[src/rtl/io_input_reg_pkg.sv]
// Shared IO address map and defaults for the CPU-facing input and output port registers.
package io_input_reg_pkg;

    localparam int DATA_W              = 32;
    localparam int DEBOUNCE_CYCLES_DEF = 4;

    // Word addresses, i.e. addr[7:2]
    localparam logic [5:0] ADDR_IN0    = 6'b110000;
    localparam logic [5:0] ADDR_IN1    = 6'b110001;
    localparam logic [5:0] ADDR_STATUS = 6'b110010;
    localparam logic [5:0] ADDR_OUT0   = 6'b100000;
    localparam logic [5:0] ADDR_OUT1   = 6'b100001;

    typedef enum logic [1:0] {
        SEL_NONE,
        SEL_IN0,
        SEL_IN1,
        SEL_STATUS
    } rd_sel_e;

    function automatic rd_sel_e decode_sel(input logic [5:0] word_addr);
        rd_sel_e sel;
        case (word_addr)
            ADDR_IN0:    sel = SEL_IN0;
            ADDR_IN1:    sel = SEL_IN1;
            ADDR_STATUS: sel = SEL_STATUS;
            default:     sel = SEL_NONE;
        endcase
        return sel;
    endfunction

endpackage

[src/rtl/io_input_reg_if.sv]
// CPU read bus for the input-port register block.
interface io_input_reg_if;
    import io_input_reg_pkg::*;

    logic [31:0]       addr;
    logic              read_io_enable;
    logic [DATA_W-1:0] dataout;

    modport master (output addr, output read_io_enable, input dataout);
    modport slave  (input addr, input read_io_enable, output dataout);

endinterface

[src/rtl/io_input_debounce.sv]
// One input port: 2-flop synchronizer, stable-count debouncer and sticky change flag.
module io_input_debounce
    import io_input_reg_pkg::*;
#(
    parameter int DEBOUNCE_CYCLES = DEBOUNCE_CYCLES_DEF
) (
    input  logic              io_clk,
    input  logic              reset,
    input  logic [DATA_W-1:0] din,
    input  logic              clr,
    output logic [DATA_W-1:0] deb,
    output logic              chg
);

    localparam logic [7:0] CNT_LAST = 8'(DEBOUNCE_CYCLES - 1);

    logic [DATA_W-1:0] s1, s2, cand;
    logic [7:0]        cnt;
    logic              stable, qualify, set_chg;

    assign stable  = (s2 == cand);
    assign qualify = stable && (cnt == CNT_LAST);
    assign set_chg = qualify && (deb != cand);

    always_ff @(posedge io_clk) begin
        if (reset) begin
            s1   <= '0;
            s2   <= '0;
            cand <= '0;
            cnt  <= '0;
            deb  <= '0;
            chg  <= 1'b0;
        end else begin
            s1 <= din;
            s2 <= s1;
            if (!stable) begin
                cand <= s2;
                cnt  <= '0;
            end else if (!qualify) begin
                cnt <= cnt + 8'd1;
            end
            if (qualify) deb <= cand;
            // A new change event beats a same-edge clear so no event is lost.
            if (set_chg)  chg <= 1'b1;
            else if (clr) chg <= 1'b0;
        end
    end

endmodule

[src/rtl/io_input_reg.sv]
// Input-port register block: two debounced ports, status flags and clear-on-read decode.
module io_input_reg
    import io_input_reg_pkg::*;
#(
    parameter int DEBOUNCE_CYCLES = DEBOUNCE_CYCLES_DEF
) (
    input  logic              io_clk,
    input  logic              reset,
    input  logic [DATA_W-1:0] in_port0,
    input  logic [DATA_W-1:0] in_port1,
    io_input_reg_if.slave     bus
);

    rd_sel_e           sel;
    logic              clr0, clr1;
    logic              chg0, chg1;
    logic [DATA_W-1:0] deb0, deb1;
    logic              unused_addr;

    assign sel         = decode_sel(bus.addr[7:2]);
    assign unused_addr = ^{bus.addr[31:8], bus.addr[1:0]};
    assign clr0        = bus.read_io_enable && (sel == SEL_IN0);
    assign clr1        = bus.read_io_enable && (sel == SEL_IN1);

    io_input_debounce #(.DEBOUNCE_CYCLES(DEBOUNCE_CYCLES)) u_port0 (
        .io_clk (io_clk),
        .reset  (reset),
        .din    (in_port0),
        .clr    (clr0),
        .deb    (deb0),
        .chg    (chg0)
    );

    io_input_debounce #(.DEBOUNCE_CYCLES(DEBOUNCE_CYCLES)) u_port1 (
        .io_clk (io_clk),
        .reset  (reset),
        .din    (in_port1),
        .clr    (clr1),
        .deb    (deb1),
        .chg    (chg1)
    );

    always_comb begin
        bus.dataout = '0;
        case (sel)
            SEL_IN0:    bus.dataout = deb0;
            SEL_IN1:    bus.dataout = deb1;
            SEL_STATUS: bus.dataout = {30'b0, chg1, chg0};
            default:    bus.dataout = '0;
        endcase
    end

endmodule

[src/flat_wrapper.sv]
// flat-port wrapper written by rule: the top's interface ports become plain ports
module io_input_reg_flat import io_input_reg_pkg::*;
#(
    parameter int DEBOUNCE_CYCLES = DEBOUNCE_CYCLES_DEF
)
  (io_clk, reset, in_port0, in_port1, bus_addr, bus_read_io_enable, bus_dataout);
  io_input_reg_if bus_i ();
  input  logic io_clk;
  input  logic reset;
  input  logic [DATA_W-1:0] in_port0;
  input  logic [DATA_W-1:0] in_port1;
  input wire logic [$bits(bus_i.addr)-1:0] bus_addr;
  input wire logic [$bits(bus_i.read_io_enable)-1:0] bus_read_io_enable;
  output wire logic [$bits(bus_i.dataout)-1:0] bus_dataout;
  assign bus_i.addr = bus_addr;
  assign bus_i.read_io_enable = bus_read_io_enable;
  assign bus_dataout = bus_i.dataout;
  io_input_reg #(.DEBOUNCE_CYCLES(DEBOUNCE_CYCLES)) u_core (.io_clk(io_clk), .reset(reset), .in_port0(in_port0), .in_port1(in_port1), .bus(bus_i));
endmodule
[config.mk]
export PLATFORM = sky130hd
export DESIGN_NAME = io_input_reg_flat
export DESIGN_NICKNAME = d
export VERILOG_FILES = /design/src/rtl/io_input_reg_pkg.sv /design/src/rtl/io_input_reg_if.sv /design/src/rtl/io_input_debounce.sv /design/src/rtl/io_input_reg.sv /design/src/flat_wrapper.sv
export SDC_FILE = /design/constraint.sdc
export NUM_CORES = 1
export LEC_CHECK = 0
export CAP_MARGIN = 15
export CORE_UTILIZATION = 55
export CTS_CLUSTER_DIAMETER = 50
export DETAILED_ROUTE_END_ITERATION = 10
export PLACE_DENSITY = 0.79
export RECOVER_POWER = 25
export SYNTH_ARGS = -nofsm -noshare
export SYNTH_HDL_FRONTEND = slang
export SYNTH_SLANG_ARGS = --single-unit
[constraint.sdc]
create_clock -name io_clk -period 2.2 [get_ports io_clk]
set_input_delay 0.33 -clock io_clk [delete_from_list [all_inputs] [get_ports io_clk]]
set_output_delay 0.33 -clock io_clk [all_outputs]
set_load 0.005 [all_outputs]
* After elaboration in Yosys (flattened, before gate mapping) *
Cells that the tools add are included.

cells by class
  muxes and demuxes = 6
  bitwise gates (word level) = 2
  equal/unequal tests = 12
  add/sub/neg operators = 2
  reductions and logical operators = 10

operator list
  operator               count
  $pmux W32 S3           1
  $eq A32 B32 Y1         2
  $ne A32 B32 Y1         2
  $eq A6 B6 Y1 const B   3
  $add A8 B1 Y8 const B  2
  $eq A8 B2 Y1 const B   2
  $logic_and A1 B1 Y1    6
  $pmux W2 S3            1
  $eq A2 B2 Y1 const B   2
  $mux W1                4
  $reduce_bool A2 Y1     2
  $reduce_or A2 Y1       2
  $eq A2 B1 Y1 const B   1
  $not A1 Y1             2

storage, ports and cells
  word-level logic and storage cells = 44
  bits in registers = 274
  bits of input ports = 99
  output and inout bits = 32

* Longest topological paths before layout *
Gate-level depths: netlist (run 1).

  depth in word-level cells = 6
  mapped depth = 6
  gate-level depth less buffers = 5

* By module *
From an unflattened synthesis (run 1), not the netlist that was laid out.

second synthesis, totals
  cells, all modules = 1019
  area, all modules = 10781.6 um^2

modules (own cells, without submodules)
  module             seq. area each (um^2)  cells an instance  instances  area an instance (um^2)
  io_input_debounce  2742.6                 469                2          5092.4
  io_input_reg       0.0                    81                 1          596.8

* Worst setup path before layout (run 1) *
OpenSTA, ideal clock, no wires.

  path kind = register to register
  start = register u_core.u_port0.cnt[0]
  end = register u_core.u_port0.deb[10]
  cell stages (with the launch flop) = 7
  required time = 2.128 ns
  path slack = 0.414 ns
  data arrival time = 1.714 ns
  period minus slack after synthesis = 1.786 ns
  library setup time = 0.072 ns
  buffers on the path = 1
  cells stage by stage = dfxtp_1 ha_1 nor4b_1 nand2_1 nor3_4 buf_6 mux2i_1

on the way
  cells in the longest elaborated chain, start to end = 2

RTL lines
  what                    line                     RTL
  start, declared         io_input_debounce.sv:18  logic [7:0] cnt;
  start signal, assigned  io_input_debounce.sv:40  cnt <= cnt + 8'd1;
  $eq A8 B2 Y1            io_input_debounce.sv:22  assign qualify = stable && (cnt == CNT_LAST);
  $logic_and A1 B1 Y1     io_input_debounce.sv:22
  end signal, assigned    io_input_debounce.sv:42  if (qualify) deb <= cand;
  end, declared           io_input_debounce.sv:11  output logic [DATA_W-1:0] deb,

Every way passes these cells.
A chain may end at the register's enable or synchronous reset.

* Worst setup path in the final report (run 1) *
  start = register u_core.u_port0.cand[20]
  end = register u_core.u_port0.deb[30]

on the way
  cells in the longest elaborated chain, start to end = 2

RTL lines
  what                    line                     RTL
  start, declared         io_input_debounce.sv:17  logic [DATA_W-1:0] s1, s2, cand;
  start signal, assigned  io_input_debounce.sv:29  cand <= '0;
  start signal, assigned  io_input_debounce.sv:37  cand <= s2;
  $eq A32 B32 Y1          io_input_debounce.sv:21  assign stable = (s2 == cand);
  $logic_and A1 B1 Y1     io_input_debounce.sv:22

Every way passes these cells.

==> results.sh, run 1 <==
export IMPL_min_path_cells=2
export IMPL_reg2reg_depth=6
export IMPL_ios=131
export IMPL_dpl_cell_area_um2=11700
export IMPL_fin_worst_skew_ns=0.0131
export IMPL_vdd_drop_max_mv=0.573
export IMPL_tritoncts="done"
export IMPL_worst_pin_slew_ns=1.24
export IMPL_cts_root_buffer="clkbuf_16"
export IMPL_reg2reg_from="u_core.u_port0.cand[20]"
export IMPL_port_buffers=104
export IMPL_first_pass_iters=8
export IMPL_synth_net_count=1120
export IMPL_synth_avg_cell_area_um2=10.2
export IMPL_yosysWarnings=0
export IMPL_grt_overflow=0
export IMPL_floorplan_rows=49
export IMPL_initial_utilization_pct=56.9
export IMPL_fmax_ghz=0.467
export IMPL_synth_top_area_share_pct=52.9
export IMPL_fin_nets=1225
export IMPL_gp_congestion=0.832
export IMPL_antenna_found_initial=0
export IMPL_hold_end="u_core.u_port1.s1[26]"
export IMPL_slew_viol_final=0
export IMPL_first_global_vias=6884
export IMPL_synth_top_family_by_area="simple AND/OR/NAND/NOR gates"
export IMPL_setup_viol=0
export IMPL_synth_mux_area_share_pct=9.47
export IMPL_wirelength_um=21400
export IMPL_finalHoldViolations=0
export IMPL_finalCritPeriodShare_pct=97.2
export IMPL_maxSlewHeadroom_pct=17.6
export IMPL_power_per_cell_area_nw_per_um2=857
export IMPL_track_usage_pct=22.4
export IMPL_wl_per_cell_um=15.6
export IMPL_yosys_register_bits=274
export IMPL_crit_fanout=33
export IMPL_placedCellCount=1322
export IMPL_synth_fa_ha_area_share_pct=0.242
export IMPL_syn_inst=1019
export IMPL_reg2reg_slack_ns=0.06
export IMPL_clkSlewWorstSetupHoldPaths_ns=0.06
export IMPL_fin_crit_ns=2.14
export IMPL_synth_compound_area_share_pct=0.652
export IMPL_core_area_um2=18200
export IMPL_clkSinkCount=274
export IMPL_worstHoldPathType="input pin to register"
export IMPL_ant_nets=0
export IMPL_dp_slack_ns=-0.285
export IMPL_final_cell_area_um2=12700
export IMPL_hpwl_um=15000
export IMPL_status="complete, but fails checks"
export IMPL_ys_seq_area_share_pct=52.9
export IMPL_synth_simple_area_share_pct=22.4
export IMPL_first_iter_violations=292
export IMPL_htree_levels=1
export IMPL_total_power_mw=10.9
export IMPL_viasPerCell=5.09
export IMPL_die_x_um=139
export IMPL_die_area_um2=19400
export IMPL_violations="design-rule violations"
export IMPL_nFillCells=1363
export IMPL_drc_errors=6
export IMPL_fin_cells=1375
export IMPL_clock_latency_ns=0.53
export IMPL_yosys_top_cells_area="dfxtp_1 53%, nor2b_1 12%, mux2i_1 9.5%"
export IMPL_clockBufferDepth=3
export IMPL_maxCapViolations=0
export IMPL_synth_top_cell_by_area="dfxtp_1"
export IMPL_synth_xor_area_share_pct=11.8
export IMPL_drive_above_1_share_pct=7.16
export IMPL_area_growth_pct=22.6
export IMPL_cp_required_ns=2.65
export IMPL_min_from="reset"
export IMPL_cp_start_kind="register"
export IMPL_grt_pass1_wl_um=34600
export IMPL_synth_cell_types=26
export IMPL_crit_path_end_kind="register"
export IMPL_die_h_um=139
export IMPL_vias=6998
export IMPL_synth_area_um2=10400
export IMPL_antennaDiodeCount=0
export IMPL_fin_util_pct=69.8
export IMPL_grt_max_degree=66
export IMPL_critPathKind="register to register"
export IMPL_cts_made_buffers=28
export IMPL_worst_slack_ns=0.0607
export IMPL_reg2reg_to="u_core.u_port0.deb[30]"
export IMPL_fin_tns_setup_ns=0
export IMPL_p_leak_nw=5.10
export IMPL_cts_hold_buf=0
export IMPL_rsz0062_at_grt="yes"
export IMPL_hold_slack_ns=0.132
export IMPL_cp_arrival_ns=2.59
-- cells in the final DEF, fill, tap and decap left out, drive strengths merged --
master         instances
nand3b                 1
o311ai                 2
clkbuf                38
nor2b                193
nor4                  20
clkdlybuf4s50         60
buf                   23
nor2                  50
nand2                130
clkinvlp               1
a21oi                  6
mux2i                 98
clkinv                 7
nor4b                  2
nand3                 12
and3                   4
xnor2                 66
inv                    4
nor3                   4
dfxtp                274
ha                     2
dlygate4sd3           11
nand4                 20
xor2                  74
dlymetal6s2s           1
a32o                   2
or3                    2
nand2b                 2
or2                    1
bufinv                 6
dlygate4sd2           30
-- state kept, by name (all words and copies together) (netlist names) --
name and cells:
u_core.u_port0.cand 32, u_core.u_port0.deb 32, u_core.u_port0.s1 32, u_core.u_port0.s2 32, u_core.u_port1.cand 32, u_core.u_port1.deb 32, u_core.u_port1.s1 32, u_core.u_port1.s2 32
u_core.u_port0.cnt 8, u_core.u_port1.cnt 8, u_core.u_port0.chg 1, u_core.u_port1.chg 1
-- report_power, final --
part	internal (mW)	switching (mW)
Sequential	5.10	0.0863
Combinational	0.304	0.251
Clock	3.23	1.91
Total	8.63	2.25
-- synth_stat cells --
library cell and count:
a32o_1 2, xnor2_1 66, nor3_1 2, clkbuf_1 45
nand2b_1 2, dfxtp_1 274, nand3b_1 1, or3_1 2
inv_1 3, nor2_1 50, mux2i_1 98, nor4b_1 2
o311ai_0 2, nand3_1 12, a21oi_1 6, buf_6 3
and3_1 4, nor2b_1 193, nand4_1 20, nor4_1 20
xor2_1 74, buf_8 3, ha_1 2, or2_2 1
nor3_4 2, nand2_1 130
-- area by class of cell --
type                       count  area [um^2]  share of cell area [%]
sequential                   274         5490                    43.2
multi-input combinational    691         4650                    36.6
timing repair buffer         126         1240                    9.79
clock buffer                  37          786                    6.18
tap                          229          287                    2.26
clock inverter                15          238                    1.87
inverter                       3         12.5                  0.0985
-- cell families after synthesis --
| logic type | after synthesis |
|---|---|
| DFF | 274 |
| xor gates and xnor gates | 140 |
| muxes | 98 |
| buffers and inverters | 54 |
| adders and majority gates | 2 |
| and+or+nand+nor | 441 |
| AOI/OAI and AO/OA | 10 |
-- metal layers --
layer / part of all wire (%) / vias to the layer above / global-route usage [%]
met5: 0 / - / 0
met4: 2.1 / 0 / 6.49
met3: 4.8 / 34 / 2.72
met2: 46 / 166 / 37.2
met1: 47 / 3312 / 30.8
li1: - / 3486 / -
-- worst max-delay path by stage --
stage | start | to | slack, ns | depth (start not counted)
after detailed placement | bus_addr[5] | bus_dataout[11] | -0.29 | 7
after floorplan | u_core.u_port0.cnt[0] | u_core.u_port0.deb[10] | 0.41 | 6
after global placement | bus_addr[5] | bus_dataout[10] | -0.22 | 7
after global routing | bus_addr[5] | bus_dataout[0] | -0.04 | 7
after CTS | u_core.u_port1.deb[0] | bus_dataout[0] | 0.03 | 5
final | u_core.u_port0.cand[20] | u_core.u_port0.deb[30] | 0.06 | 6
-- what timing repair did --
item | CTS | global route
pin swaps | 1 | 3
buffers inserted | 1 | 0
endpoints found under the setup margin | 30 | 14
gates resized for setup | 33 | 7
-- worst max-delay path, cell delays in order (launching register included) --
cell	delay, ns
dfxtp_1	0.35
xor2_1	0.23
nor4_1	0.38
nand4_1	0.30
nor3_4	0.27
buf_12	0.28
mux2i_1	0.24
No activity file was read; power rests on OpenSTA's default activity.
==> run 2, diff against run 1 <==
- HOLD_SLACK_MARGIN: default -> 0.03
==> results of run 2 <==
No change in the layout: final DEF, timing and power equal those of run 1.
==> run 3, diff against run 2 <==
- CTS_CLUSTER_SIZE: default -> 8
==> results.sh, run 3 (synthesis results as in run 1) <==
export IMPL_cp_required_ns=2.61
export IMPL_mostFrequentLayoutCell="dfxtp_1"
export IMPL_gp_congestion=0.832
export IMPL_fin_crit_ns=2.12
export IMPL_vias=6998
export IMPL_rsz0062_at_grt="no"
export IMPL_htree_levels=2
export IMPL_fin_util_pct=70.1
export IMPL_critPathTopFamily="simple AND/OR/NAND/NOR gates"
export IMPL_track_usage_pct=22.9
export IMPL_finalCritPeriodShare_pct=96.2
export IMPL_floorplan_rows=49
export IMPL_cp_arrival_ns=2.53
export IMPL_ant_nets=0
export IMPL_fmax_ghz=0.473
export IMPL_wl_per_cell_um=15.8
export IMPL_area_growth_pct=23.1
export IMPL_clockBufferDepth=3
export IMPL_fin_worst_skew_ns=0.0194
export IMPL_worst_slack_ns=0.0836
export IMPL_viasPerCell=5.11
export IMPL_maxCapViolations=0
export IMPL_p_leak_nw=5.14
export IMPL_grt_overflow=0
export IMPL_cp_cell_sequence="xor2_1, nor4_1, nand4_1, nor3_4, buf_12, mux2i_1"
export IMPL_cp_start_kind="register"
export IMPL_drive_above_1_share_pct=6.92
export IMPL_cts_made_buffers=40
export IMPL_status="complete, but fails checks"
export IMPL_crit_path_end_kind="register"
export IMPL_grt_pass1_wl_um=35000
export IMPL_clock_latency_ns=0.50
export IMPL_clkSlewWorstSetupHoldPaths_ns=0.05
export IMPL_core_area_um2=18200
export IMPL_port_buffers=104
export IMPL_antennaDiodeCount=0
export IMPL_ios=131
export IMPL_violations="design-rule violations"
export IMPL_reg2reg_slack_ns=0.08
export IMPL_setup_viol=0
export IMPL_finalHoldViolations=0
export IMPL_clkSinkCount=274
export IMPL_final_cell_mix="273 x dfxtp_1, 193 x nor2b_1, 130 x nand2_1"
export IMPL_crit_slowest_cell="nor4_1"
export IMPL_dpl_cell_area_um2=11700
export IMPL_drc_errors=6
export IMPL_final_cell_area_um2=12800
export IMPL_crit_fanout=16
export IMPL_initial_utilization_pct=56.9
export IMPL_tritoncts="done"
export IMPL_grt_max_degree=66
export IMPL_hold_slack_ns=0.172
export IMPL_cp_num_buf_inv=1
export IMPL_first_iter_violations=408
export IMPL_power_per_cell_area_nw_per_um2=863
export IMPL_dp_slack_ns=-0.285
export IMPL_cts_root_buffer="clkbuf_16"
export IMPL_worst_pin_slew_ns=1.23
export IMPL_maxSlewHeadroom_pct=18.1
export IMPL_wirelength_um=21600
export IMPL_critPathKind="register to register"
export IMPL_die_area_um2=19400
export IMPL_fin_nets=1240
export IMPL_vdd_drop_max_mv=0.642
export IMPL_antenna_found_initial=1
export IMPL_first_pass_iters=8
export IMPL_first_global_vias=7006
export IMPL_die_x_um=139
export IMPL_hpwl_um=15000
export IMPL_critPathMaxStageDelay_ns=0.44
export IMPL_worstHoldPathType="input pin to register"
export IMPL_die_h_um=139
export IMPL_slew_viol_final=0
## run 3: cell count changes in the layout (fill, tap and decap cells not counted), moves of 3 or more
cell	change
clkbuf_16	+12
bufinv_16	-6
clkinv_2	-6
clkbuf_1	-5
buf_4	+3
nor4_1	+3
nor4_2	-3
## run 3: worst reg2reg max path, stage by stage, from the launching register on
cell and delay (ns):
dfxtp_1 0.35, xor2_1 0.18, nor4_1 0.44, nand4_1 0.26, nor3_4 0.35, buf_12 0.22, mux2i_1 0.24
## run 3: power breakdown
part	switching [mW]	leakage, nW	total [mW]	internal, mW
clock network	1.90	0.527	5.25	3.35
logic	0.249	2.37	0.553	0.304
registers	0.0865	2.24	5.21	5.12
total	2.24	5.14	11.0	8.77
## run 3: cell type report
cell class                      count  area, um^2
Sequential cell                   274        5490
Clock buffer                       44        1070
Inverter                            3        12.5
Tap cell                          229         287
Fill cell                        1360        5450
Timing Repair Buffer              129        1270
Multi-Input combinational cell    691        4630
## run 3: final timing paths
path,startpoint,to,cells past startpoint
worst min register to register,u_core.u_port1.s1[2],u_core.u_port1.s2[2],1
worst max register to register,u_core.u_port1.cand[4],u_core.u_port1.deb[26],6
worst max-delay path,u_core.u_port1.cand[4],u_core.u_port1.deb[26],6
worst min-delay path,reset,u_core.u_port1.s1[31],2
## run 3: metal layers
layer  vias to the layer above  wire [um]  GRT usage, %
met1                      3263       9860          30.5
met5                         -          0             0
met2                       190      10000          37.0
li1                       3501          -             -
met3                        44       1200          4.51
met4                         0        538          8.30
## run 3: metrics by stage
step,total power [mW],setup TNS [ns],std cells
after floorplan,5.59,0,1019
after global placement,5.84,-6.18,1322
after detailed placement,5.85,-7.28,1322
after CTS,11.1,0,1367
after global routing,11.4,0,1370
final,11.0,0,1370
## run 3: repair_timing
action                     4_1_cts  5_1_grt
pin swaps                        1        6
buffers inserted                 1        3
resized for setup               33        6
setup endpoints to repair       30       36
hold buffers                     0        0
